<file path="src/rtl/alu_sequencer.sv">
// alu_sequencer: multi-cycle execute controller sequencing operand fetch, ALU execute and writeback
// for an 8-bit ALU; owns the W register and the C/Z status flags.
module alu_sequencer #(
    parameter int          FADDR_W = 7,
    parameter logic [7:0]  W_INIT  = 8'h00
) (
    input  logic               clk2,
    input  logic               reset,
    input  logic               req_valid,
    output logic               req_ready,
    input  logic [3:0]         req_op,
    input  logic [2:0]         req_bit,
    input  logic               req_lit,
    input  logic [7:0]         req_literal,
    input  logic [FADDR_W-1:0] req_faddr,
    input  logic               req_dest,
    output logic               rf_rd_en,
    output logic [FADDR_W-1:0] rf_addr,
    input  logic [7:0]         rf_rdata,
    output logic               rf_wr_en,
    output logic [7:0]         rf_wdata,
    output logic [3:0]         alu_inst,
    output logic [2:0]         alu_bit,
    output logic [7:0]         alu_a,
    output logic [7:0]         alu_b,
    output logic               alu_we,
    input  logic [8:0]         alu_ans,
    output logic [7:0]         w_reg,
    output logic               status_c,
    output logic               status_z,
    output logic               done
);
    typedef enum logic [1:0] {IDLE, RD, EX, WB} state_t;

    // One bit per opcode: which ALU operations affect Z and C respectively.
    localparam logic [15:0] Z_OPS = 16'h16FC;
    localparam logic [15:0] C_OPS = 16'h810C;

    state_t               state, state_nx;
    logic [3:0]           op_q;
    logic [2:0]           bit_q;
    logic                 lit_q, dest_q;
    logic [7:0]           literal_q, res;
    logic [FADDR_W-1:0]   faddr_q;

    always_ff @(posedge clk2 or negedge reset) begin
        if (!reset) state <= IDLE;
        else        state <= state_nx;
    end

    always_comb begin
        state_nx  = state;
        req_ready = 1'b0;
        rf_rd_en  = 1'b0;
        rf_wr_en  = 1'b0;
        rf_addr   = '0;
        rf_wdata  = 8'h00;
        alu_inst  = 4'h0;
        alu_bit   = 3'h0;
        alu_a     = 8'h00;
        alu_b     = 8'h00;
        alu_we    = 1'b0;
        done      = 1'b0;
        unique case (state)
            IDLE: begin
                req_ready = 1'b1;
                if (req_valid) state_nx = req_lit ? EX : RD;
            end
            RD: begin
                rf_rd_en = 1'b1;
                rf_addr  = faddr_q;
                state_nx = EX;
            end
            EX: begin
                alu_inst = op_q;
                alu_bit  = bit_q;
                alu_a    = w_reg;
                alu_b    = lit_q ? literal_q : rf_rdata;
                alu_we   = 1'b1;
                state_nx = WB;
            end
            WB: begin
                done     = 1'b1;
                rf_wr_en = dest_q;
                rf_addr  = dest_q ? faddr_q : '0;
                rf_wdata = dest_q ? res : 8'h00;
                state_nx = IDLE;
            end
        endcase
    end

    always_ff @(posedge clk2 or negedge reset) begin
        if (!reset) begin
            op_q      <= 4'h0;
            bit_q     <= 3'h0;
            lit_q     <= 1'b0;
            dest_q    <= 1'b0;
            literal_q <= 8'h00;
            faddr_q   <= '0;
            res       <= 8'h00;
            w_reg     <= W_INIT;
            status_c  <= 1'b0;
            status_z  <= 1'b0;
        end else begin
            if (state == IDLE && req_valid) begin
                op_q      <= req_op;
                bit_q     <= req_bit;
                lit_q     <= req_lit;
                dest_q    <= req_dest;
                literal_q <= req_literal;
                faddr_q   <= req_faddr;
            end
            if (state == EX) begin
                res <= alu_ans[7:0];
                if (Z_OPS[op_q]) status_z <= (alu_ans[7:0] == 8'h00);
                if (C_OPS[op_q]) status_c <= alu_ans[8];
            end
            if (state == WB && !dest_q) w_reg <= res;
        end
    end
endmodule

</file>
<file path="config.mk">
export PLATFORM = sky130hd
export DESIGN_NAME = alu_sequencer
export DESIGN_NICKNAME = d
export VERILOG_FILES = /design/src/rtl/alu_sequencer.sv
export SDC_FILE = /design/constraint.sdc
export NUM_CORES = 1
export LEC_CHECK = 0
export CORE_MARGIN = 10
export CORE_UTILIZATION = 50
export CTS_CLUSTER_SIZE = 30
export DETAILED_ROUTE_END_ITERATION = 8
export DONT_BUFFER_PORTS = 1
export PLACE_DENSITY = 0.71
export SETUP_SLACK_MARGIN = 0.4
export SLEW_MARGIN = 30
export SYNTH_ARGS = -nofsm -noshare
export SYNTH_HDL_FRONTEND = slang
export SYNTH_SLANG_ARGS = --single-unit
</file>
<file path="constraint.sdc">
create_clock -name clk2 -period 2.5 [get_ports clk2]
set_clock_uncertainty 0.1 [all_clocks]
set_input_delay 0.5 -clock clk2 [delete_from_list [all_inputs] [get_ports clk2]]
set_output_delay 0.5 -clock clk2 [all_outputs]
set_load 0.1 [all_outputs]
</file>
; ---- Word level (Yosys, flattened, before mapping)
; Memories as Yosys holds them, arrays and structs flattened.
; Index checks and enable logic that the tools add are counted.
; W data, S select, Z words.
[totals]
inputBits = 44
register_bits = 44
mem_count = 2
romBits = 32
wordCells = 44
output_inout_bits = 53
[memory_table]
columns = memory, depth, word_bits, read_ports, rd_ports_with_merged_regs, wr, line
row1 = (name not given), 16, 1, 1, 0, 0, 116  ; if (C_OPS[op_q]) status_c <= alu_ans[8];
row2 = (name not given), 16, 1, 1, 0, 0, 115  ; if (Z_OPS[op_q]) status_z <= (alu_ans[7:0] == 8'h00);
[classes]
n_eq_ne = 4
n_mux = 19
magnitude_cmp = 1
reduce_logical = 7
[op_table]
columns = op, count
row1 = $mux W8, 5
row2 = $pmux W7 S2, 1
row3 = $logic_not A8 Y1, 1
row4 = $pmux W2 S4, 1
row5 = $mux W1, 7
row6 = $mux W7, 1
row7 = $lt A4 B5 Y1 const B, 1
row8 = $eq A2 B2 Y1 const B, 2
row9 = $mux W2, 2
row10 = $mux W4, 1
row11 = $reduce_and A2 Y1, 2
row12 = $mux W3, 1
row13 = $eq A2 B1 Y1 const B, 1
row14 = $logic_and A1 B1 Y1, 2
row15 = $logic_not A2 Y1, 1
row16 = $ne A2 B2 Y1 const B, 1
row17 = $logic_not A1 Y1, 1

; ---- Longest topological paths before layout
[logic_depth]
ltp_word = 3
mapped_depth = 5
ltp_nobuf = 5

; ---- Worst setup path after synthesis
; OpenSTA, ideal clock, no wires.
[synth_timing]
path_type = register to output
from = reg state[0]
to = out rf_addr[0]
path_buffers = 1
t_arrival_ps = 3871
path_stages_with_launch = 5
required_time_ps = 1900
slack_ps = -1971
cell_sequence = dfrtp_1 > ha_1 > clkbuf_1 > o21ai_0 > a21boi_0
[synth_between]
elab_chain_len = 2
word_cells_on_any_way = 3
cone_classes = eq/ne (2) / mux (1)
[synth_lines]
columns = item, line
row1 = "start, declared", 39  ; state_t state, state_nx;
row2 = "start signal, assigned", 48  ; else state <= state_nx;
row3 = $eq A2 B2 Y1 or $eq A2 B1 Y1 (tied branches), 64  ; unique case (state)
row4 = $pmux W7 S2 (*), 64
row5 = "end, declared", 18  ; output logic [FADDR_W-1:0] rf_addr,
; Mark *: on every way between the ends. The rest lies on a longest branch, timed or not.

; ---- Worst setup path after layout
[layout_timing]
from = reg state[0]
to = out rf_addr[4]
; The elaborated chain is that of the path after synthesis.

==> impl_metrics.json <==
{
  "r2r_cells": 5,
  "fin_setup_tns_ps": 0,
  "rsz0062_at_grt": "yes",
  "fillers": 256,
  "ys_seq_area_share_pct": 50.5,
  "synth_area_leaders": "dfrtp_1 50%, mux2_2 21%, and2_1 5.2%, mux2i_1 5.0%, ha_1 4.6%",
  "totalWireLength_um": 5570,
  "synth_top_cell_area_share_pct": 50.5,
  "clock_sinks": 44,
  "worst_r2r_endpoint": "literal_q[3]",
  "whs_path_depth": 1,
  "cts_buffers": 5,
  "root_buffer": "clkbuf_8",
  "start_util_pct": 53.0,
  "antenna_found_initial": 0,
  "dieArea_sq_um": 7410,
  "viasPerCell": 5.50,
  "syn_inst": 177,
  "synth-seq-cells": 44,
  "crit_path_start": "state[0]",
  "drt_iter0_drc": 39,
  "maxCapViolCount": 0,
  "clk_pin_slew_ps": 80,
  "critPathArrivalTime_ps": 1610,
  "coreArea_sq_um": 4120,
  "ys_types": 26,
  "gr-total-overflow": 0,
  "grt_max_degree": 45,
  "min_period_ps": 2210,
  "place_congestion": 0.757,
  "critical_path.max_fanout": 6,
  "hp-class": "input port to register",
  "cpMaxStageDelayCell": "dfrtp_2",
  "routedWlPerCell_um": 20.6,
  "grt_pass1_vias": 1681,
  "grt_pass1_wl_um": 8800,
  "crit_chain": "buf_6 > ha_4 > o22a_4 > and2_4",
  "hold_start": "alu_ans[8]",
  "synthesis.area_sq_um": 2180,
  "drtPass1Iterations": 4,
  "yosys.area.top_type": "dfrtp_1",
  "setup_viol": 0,
  "grt_usage_pct": 15.1,
  "drive_gt1_share_pct": 66.5,
  "required_ps": 1900,
  "num-nets-final": 272,
  "clk_path_buf_depth": 2,
  "synth_fp_nets": 229,
  "cts_tree": "built",
  "fmax_mhz": 452,
  "timing.hold.ws_ps": 235,
  "crit_type": "register to output port",
  "drc": 0,
  "cts_max_level": 2,
  "placed_area_sq_um": 2730,
  "tightest_slew_ps": 887,
  "num_vias": 1490,
  "die_w_um": 86.1,
  "syn_avg_cell_area_sq_um": 12.3,
  "pre_cts_ws_ps": 451,
  "postLayoutCellArea_sq_um": 3160,
  "place.port_buffers": 0,
  "hold_viol": 0,
  "critPathLaunchType": "register",
  "area_growth_pct": 44.7,
  "max_slew_margin_pct": 40.8,
  "whs_endpoint": "status_c",
  "antenna_left": 0,
  "row_count": 23,
  "status": "complete, no violations",
  "fin_crit_sh_pct": 88.5,
  "r2r_start": "state[0]",
  "endpoint_kind": "output port",
  "antenna_cells": 0,
  "clock_latency_ps": 290,
  "finalMaxSlewViolations": 0,
  "cpPeakStageDelay_ps": 490,
  "reg2reg_slack_ps": 550,
  "chipHeight_um": 86.1,
  "post-dp-hpwl_um": 4140,
  "layout_setup_ws_ps": 286,
  "io_pins": 97,
  "yosys_warnings": 0
}
## cells in the mapped netlist, drive strengths merged
library cell,n
buf,5
a21oi,1
o22a,1
mux2,41
ha,8
nand2b,2
o31ai,1
nor2,12
a31oi,1
clkbuf,4
mux2i,11
dfrtp,44
o211ai,1
a21boi,2
a211oi,1
nand2,4
inv,7
and3,8
and2,19
o21ai,2
nor4,2
## metal layers
layer | vias to the layer above | share of wire (%) | global-route usage [%]
li1 | 698 | - | -
met1 | 709 | 35 | 14.5
met2 | 71 | 50 | 25.2
met3 | 12 | 12 | 9.65
met4 | 0 | 2.6 | 6.29
met5 | - | 0 | 0
## stage by stage
stage	util, %	cells
final	76.7	271
after global placement	66.4	244
after detailed placement	66.4	244
after global routing	76.7	271
after floorplan	-	177
after CTS	74.6	265
## critical path, delay by kind of cell (launching register included)
kind                     cells  cell delay (ps)
AO/OA/AOI/OAI                1              250
flip-flops                   1              490
AND/OR/NAND/NOR              1              270
buffers and inverters        1              150
adder cells (fa/ha/maj)      1              160
## cell type report
class                      instances  area (sq um)  area share [%]
clock inverter                     1          30.0           0.951
inverter                           7          45.0            1.43
sequential                        44          1110            35.0
tap                               50          62.6            1.98
clock buffer                       7          96.3            3.05
multi-input combinational        117          1250            39.7
timing repair buffer              45           564            17.9
## cell usage in the layout (no fill, tap or decap), types with 2 or more instances in the layout
cell type	n
ha_4	5
buf_6	11
dfrtp_1	40
and2_4	19
buf_12	14
ha_1	2
mux2_2	40
dfrtp_2	4
nor4_1	2
mux2i_1	11
nand2_1	3
nor2_4	11
clkbuf_8	7
nand2b_1	2
buf_4	18
and3_4	7
inv_1	4
## how the worst max path moves through the flow
stage	endpoint	slack (ps)	cells after the start
global placement	alu_b[7]	500	5
CTS	rf_addr[1]	290	4
detailed placement	rf_addr[1]	450	4
finish	rf_addr[4]	290	4
floorplan	rf_addr[0]	130	4
global route	rf_addr[4]	230	4
## logic make-up after synthesis
kind of cell / synth area share, %
muxes: 26.2
adders and majority gates: 4.59
buffers and inverters: 3.61
DFF: 50.5
and+or+nand+nor: 11.8
AOI/OAI and AO/OA: 3.33
## what timing repair did
action / in CTS / in global routing
setup endpoints to repair: 39 / 40
hold buffers: 2 / 0
hold endpoints to repair: 44 / 0
pin swaps: 9 / 7
setup buffers: 11 / 6
resized for setup: 23 / 15
Power is left out: the tool's default activity adds up to more than one toggle a clock period on the data nets, which glitch-free logic cannot reach.
